### config.mk
export PLATFORM = sky130hd
export DESIGN_NAME = branch_resolve_predict
export DESIGN_NICKNAME = d
export VERILOG_FILES = /design/src/rtl/branch_resolve_predict.sv
export SDC_FILE = /design/constraint.sdc
export NUM_CORES = 1
export LEC_CHECK = 0
export ABC_CLOCK_PERIOD_IN_PS = 7800
export CORE_UTILIZATION = 50
export DETAILED_ROUTE_END_ITERATION = 8
export PLACE_DENSITY = 0.88
export SKIP_CTS_REPAIR_TIMING = 1
export SLEW_MARGIN = 25
export SYNTH_ARGS = -nofsm -noshare
export SYNTH_HDL_FRONTEND = slang
export SYNTH_SLANG_ARGS = --single-unit
### constraint.sdc
create_clock -name clk -period 7.8 [get_ports clk]
set_input_delay 2.34 -clock clk [delete_from_list [all_inputs] [get_ports clk]]
set_output_delay 2.34 -clock clk [all_outputs]
set_load 0.02 [all_outputs]
### src/rtl/branch_resolve_predict.sv
// branch_resolve_predict
//   Resolves RV32 conditional branches (BEQ/BNE/BLT/BGE/BLTU/BGEU) and keeps a
//   PC-indexed table of 2-bit saturating counters. The fetch stage reads
//   predictions from the table and the execute stage trains it.
//
// Ports
//   clk, rst         rising-edge clock, asynchronous active-high reset
//   PRED_PC          fetch-stage PC used for the prediction lookup
//   PRED_TAKEN       MSB of the counter at PRED_PC's index (combinational)
//   RES_VALID        execute stage presents a conditional branch this cycle
//   RES_PC           PC of the resolving branch
//   SR1, SR2         compare operands
//   BRANCH_CCC       funct3 condition code
//   RES_PRED         prediction that fetch used for this branch
//   OUT_VALID        registered: result valid
//   BRANCH           registered: branch taken
//   MISPREDICT       registered: BRANCH differs from RES_PRED
//   ILLEGAL_CCC      registered: RES_VALID carried reserved code 010/011
//   STAT_BRANCHES    saturating count of legal resolved branches
//   STAT_MISPRED     saturating count of mispredicted branches
module branch_resolve_predict #(
  parameter int BITS        = 32,
  parameter int PC_BITS     = 32,
  parameter int BHT_ENTRIES = 64,
  parameter int STAT_BITS   = 16
) (
  input  logic                 clk,
  input  logic                 rst,
  input  logic [PC_BITS-1:0]   PRED_PC,
  output logic                 PRED_TAKEN,
  input  logic                 RES_VALID,
  input  logic [PC_BITS-1:0]   RES_PC,
  input  logic [BITS-1:0]      SR1,
  input  logic [BITS-1:0]      SR2,
  input  logic [2:0]           BRANCH_CCC,
  input  logic                 RES_PRED,
  output logic                 OUT_VALID,
  output logic                 BRANCH,
  output logic                 MISPREDICT,
  output logic                 ILLEGAL_CCC,
  output logic [STAT_BITS-1:0] STAT_BRANCHES,
  output logic [STAT_BITS-1:0] STAT_MISPRED
);

  localparam int IDX_BITS = $clog2(BHT_ENTRIES);

  logic [1:0]          bht_reg [BHT_ENTRIES];
  logic [IDX_BITS-1:0] pred_idx;
  logic [IDX_BITS-1:0] res_idx;
  logic [1:0]          bht_cur;
  logic [1:0]          bht_next;
  logic                cond_true;
  logic                ccc_illegal;
  logic                legal_update;

  logic                 out_valid_reg;
  logic                 branch_reg;
  logic                 mispredict_reg;
  logic                 illegal_reg;
  logic [STAT_BITS-1:0] stat_branches_reg;
  logic [STAT_BITS-1:0] stat_mispred_reg;

  // Word-aligned PCs: the two low bits never select an entry, and the bits
  // above the index simply alias onto the same counter.
  assign pred_idx = PRED_PC[IDX_BITS+1:2];
  assign res_idx  = RES_PC[IDX_BITS+1:2];

  logic unused_pc_bits;
  assign unused_pc_bits = ^{PRED_PC[PC_BITS-1:IDX_BITS+2], PRED_PC[1:0],
                            RES_PC[PC_BITS-1:IDX_BITS+2], RES_PC[1:0]};

  // Prediction reads the current register contents; no bypass of a write
  // happening on the same edge.
  assign PRED_TAKEN = bht_reg[pred_idx][1];

  always_comb begin
    cond_true   = 1'b0;
    ccc_illegal = 1'b0;
    case (BRANCH_CCC)
      3'b000:  cond_true = (SR1 == SR2);
      3'b001:  cond_true = (SR1 != SR2);
      3'b100:  cond_true = ($signed(SR1) <  $signed(SR2));
      3'b101:  cond_true = ($signed(SR1) >= $signed(SR2));
      3'b110:  cond_true = (SR1 <  SR2);
      3'b111:  cond_true = (SR1 >= SR2);
      default: ccc_illegal = 1'b1;
    endcase
  end

  assign legal_update = RES_VALID & ~ccc_illegal;

  // Read-modify-write always starts from the register, so back-to-back
  // updates to one entry chain correctly.
  always_comb begin
    bht_cur  = bht_reg[res_idx];
    bht_next = bht_cur;
    if (cond_true) begin
      if (bht_cur != 2'b11) bht_next = bht_cur + 2'b01;
    end else begin
      if (bht_cur != 2'b00) bht_next = bht_cur - 2'b01;
    end
  end

  always_ff @(posedge clk or posedge rst) begin
    if (rst) begin
      for (int i = 0; i < BHT_ENTRIES; i++) bht_reg[i] <= 2'b01;
    end else if (legal_update) begin
      bht_reg[res_idx] <= bht_next;
    end
  end

  always_ff @(posedge clk or posedge rst) begin
    if (rst) begin
      out_valid_reg     <= 1'b0;
      branch_reg        <= 1'b0;
      mispredict_reg    <= 1'b0;
      illegal_reg       <= 1'b0;
      stat_branches_reg <= '0;
      stat_mispred_reg  <= '0;
    end else begin
      out_valid_reg  <= RES_VALID;
      branch_reg     <= legal_update & cond_true;
      mispredict_reg <= legal_update & (cond_true != RES_PRED);
      illegal_reg    <= RES_VALID & ccc_illegal;
      if (legal_update && stat_branches_reg != '1)
        stat_branches_reg <= stat_branches_reg + 1'b1;
      if (legal_update && (cond_true != RES_PRED) && stat_mispred_reg != '1)
        stat_mispred_reg <= stat_mispred_reg + 1'b1;
    end
  end

  assign OUT_VALID     = out_valid_reg;
  assign BRANCH        = branch_reg;
  assign MISPREDICT    = mispredict_reg;
  assign ILLEGAL_CCC   = illegal_reg;
  assign STAT_BRANCHES = stat_branches_reg;
  assign STAT_MISPRED  = stat_mispred_reg;

endmodule

==> impl_metrics.tcl <==
set metrics [dict create \
    n_antenna_cell 0 \
    worstPathArrival_ns 5.12 \
    finalCritPeriodShare_pct 95.59 \
    setup_viol 0 \
    worstHoldStart "STAT_BRANCHES[5]" \
    clockRootBuffer "clkbuf_16" \
    htree_levels 4 \
    max_freq_ghz 0.1341 \
    grt_usage_pct 26.43 \
    num_vias 7275 \
    ys.flop_type "dfrtp_1" \
    rows 49 \
    r2r_end "bht_reg[97]" \
    avgRoutedWirePerCell_um 21.04 \
    status "completed" \
    drt_first_pass_iters 5 \
    wirelength_um 24660 \
    timing.setup.tns_ns 0 \
    syn_nets 989 \
    comb_power_share_pct 21.4 \
    rr_startpoint "bht_reg[117]" \
    hold_viol 0 \
    port_buffers 119 \
    grt_max_degree 109 \
    io_pins 172 \
    swShare_pct 28.31 \
    worst_setup_path_end_kind "output pin" \
    fp.dieW_um 139.7 \
    synthCells 820 \
    die_h_um 139.7 \
    finalPower_uw 2540 \
    finalWeightedCongestion 0.9212 \
    final_antenna_net_count 0 \
    cts_tree "built" \
    worstPathRequired_ns 5.46 \
    leakage_uw 0.004998 \
    clkLatencyLatePin_ns 0.44 \
    synth_seq_cells 164 \
    path_max_fanout 16 \
    powerDensity_mw_per_mm2 221.2 \
    fin_ws_ns 0.3440 \
    period_minus_slack_ns 7.456 \
    cp-startpoint "PRED_PC[2]" \
    syn-mean-instance-area_um2 11.56 \
    route.detailed.drc 0 \
    avgViaCountPerCell 6.207 \
    max_slew.worst_pin.slew_ns 1.058 \
    grt_pass1_vias 7679 \
    numClockSinks 164 \
    die_area_mm2 0.01952 \
    worstHoldEndpoint "STAT_BRANCHES[5]" \
    grt_pass1_wl_um 39850 \
    area_growth_pct 21.14 \
    finClkSkew_ns 0.009828 \
    start_util_pct 51.90 \
    p_clk_share_pct 35.7 \
    yosys_warnings 0 \
    max_slew_margin_pct 29.35 \
    syn_area_mm2 0.009482 \
    intPower_uw 1821 \
    clk_path_buf_depth 2 \
    synth-edff-count 0 \
    synth_seq_area_share_pct 44.13 \
    synth.distinct_cells 64 \
    grt_overflow 0 \
    synthArstFlopShare_pct 100.0 \
    pre_cts_slack_ns 0.3516 \
    crit_type "in -> out" \
    drtIter0Drc 621 \
    ir_worst_vdd_mv 0.1656 \
    antenna_found_initial 0 \
    cts_buffers 17 \
    r2r_cells 9 \
    largest_reg_flops 128 \
    cap_viol_max_count 0 \
    worstSetupStartpointType "input port" \
    hold_path.class "reg -> reg" \
    seq_power_share_pct 42.9 \
    final_util_pct 62.87 \
    rsz0062_at_grt "false" \
    maxSlewViolCount 0 \
    power_switching_uw 719.3 \
    dpl.hpwl_um 17170 \
    final_nets 1099 \
    core_area_mm2 0.01827 \
    hold_depth 1 \
    drive_gt1_share_pct 31.18 \
    reg2reg_slack_ns 4.73 \
    clk_pin_slew_ns 0.07 \
]
-- routing by layer --
layer	share of wire, %	vias up	track usage, %	wire, um
li1	-	3201	-	-
met1	38	3578	31.96	9455
met2	49	416	43.68	12050
met3	9.3	80	7.915	2283
met4	3.5	0	11.57	867
met5	0	-	0	0
-- worst max-delay path by stage --
stage	endpoint	slack, ns	cells after the start
after floorplan	PRED_TAKEN	0.64	5
after global placement	PRED_TAKEN	0.36	6
after detailed placement	PRED_TAKEN	0.35	6
after CTS	PRED_TAKEN	0.34	6
after global routing	PRED_TAKEN	0.30	6
final	PRED_TAKEN	0.34	6
-- power groups by stage --
| stage | Combinational [uW] | Clock, uW | Sequential, uW |
|---|---|---|---|
| 4_1_cts | 545 | 915 | 1090 |
| 5_1_grt | 586 | 950 | 1100 |
| 3_3_place_gp | 528 | 0 | 1090 |
| 3_5_place_dp | 541 | 0 | 1100 |
| 2_1_floorplan | 297 | 0 | 1120 |
| 6_report | 545 | 907 | 1090 |
-- cells by family after synthesis --
family / Yosys count / share of synthesized area (%)
flops: 164 / 44.13
mux: 184 / 25.22
fa+ha+maj: 36 / 4.724
xor+xnor: 29 / 2.679
buf+inv: 82 / 4.262
compound gates: 92 / 7.126
simple gates: 233 / 11.86
-- critical path, cell delays in order --
cell	delay [ns]
clkdlybuf4s50_1	0.51
buf_12	0.19
mux4_2	0.53
mux4_2	0.50
mux4_2	0.47
clkdlybuf4s50_1	0.55
-- cells in the final DEF, fill, tap and decap left out, types with 4 or more instances in the layout --
cell	instances
ha_1	34
nand2_1	62
a22oi_1	13
xnor2_1	11
clkdlybuf4s50_1	118
nand3_1	25
a221o_1	5
mux2i_1	8
clkinvlp_4	5
nor4_1	4
inv_1	38
buf_4	11
a221oi_1	7
mux2_2	144
dfstp_2	64
bufinv_16	4
nand2b_1	9
a21oi_1	23
and3_1	8
nand4_1	16
clkbuf_16	17
nor3_1	14
nor2b_1	9
mux4_2	26
nor2_1	68
dfrtp_1	100
o221ai_1	5
xor2_1	18
o21ai_0	9
-- metrics by stage --
step | cell area [um2] | std cells | hold WS (ns)
floorplan | 9482 | 820 | 0.4909
global placement | 10850 | 1140 | 0.4703
detailed placement | 10850 | 1140 | 0.4893
CTS | 11480 | 1172 | 0.4982
global route | 11490 | 1172 | 0.5151
finish | 11490 | 1172 | 0.4868
-- layout make-up --
class / instances / area (um2)
timing repair buffer: 133 / 1329
clock inverter: 11 / 175.2
fill: 1375 / 6784
inverter: 40 / 157.7
multi-input combinational: 574 / 4893
clock buffer: 21 / 460.4
tap: 229 / 286.5
sequential: 164 / 4184
-- synthesized netlist by cell type, types with 3 or more instances --
master / instances / area, um2
a21o_1: 3 / 22.52
a21oi_1: 23 / 115.1
a221o_1: 5 / 50.05
a221oi_1: 7 / 61.31
a22o_1: 3 / 26.28
a22oi_1: 13 / 97.59
a31oi_1: 3 / 18.77
and2_1: 3 / 18.77
and3_1: 8 / 50.05
buf_1: 3 / 11.26
buf_2: 11 / 55.05
buf_6: 10 / 112.6
clkbuf_1: 16 / 60.06
dfrtp_1: 100 / 2502
dfstp_2: 64 / 1682
ha_1: 34 / 425.4
inv_1: 39 / 146.4
mux2_2: 144 / 1622
mux2i_1: 8 / 80.08
mux4_2: 26 / 585.6
nand2_1: 62 / 232.7
nand2b_1: 9 / 56.30
nand3_1: 25 / 125.1
nand4_1: 16 / 100.1
nor2_1: 68 / 255.2
nor2b_1: 9 / 56.30
nor3_1: 14 / 70.07
nor3b_1: 3 / 22.52
nor4_1: 4 / 25.02
o21ai_0: 9 / 45.04
o221ai_1: 5 / 43.79
or3_1: 3 / 18.77
xnor2_1: 11 / 96.34
xor2_1: 18 / 157.7
Power figures use the tool's default switching activity.
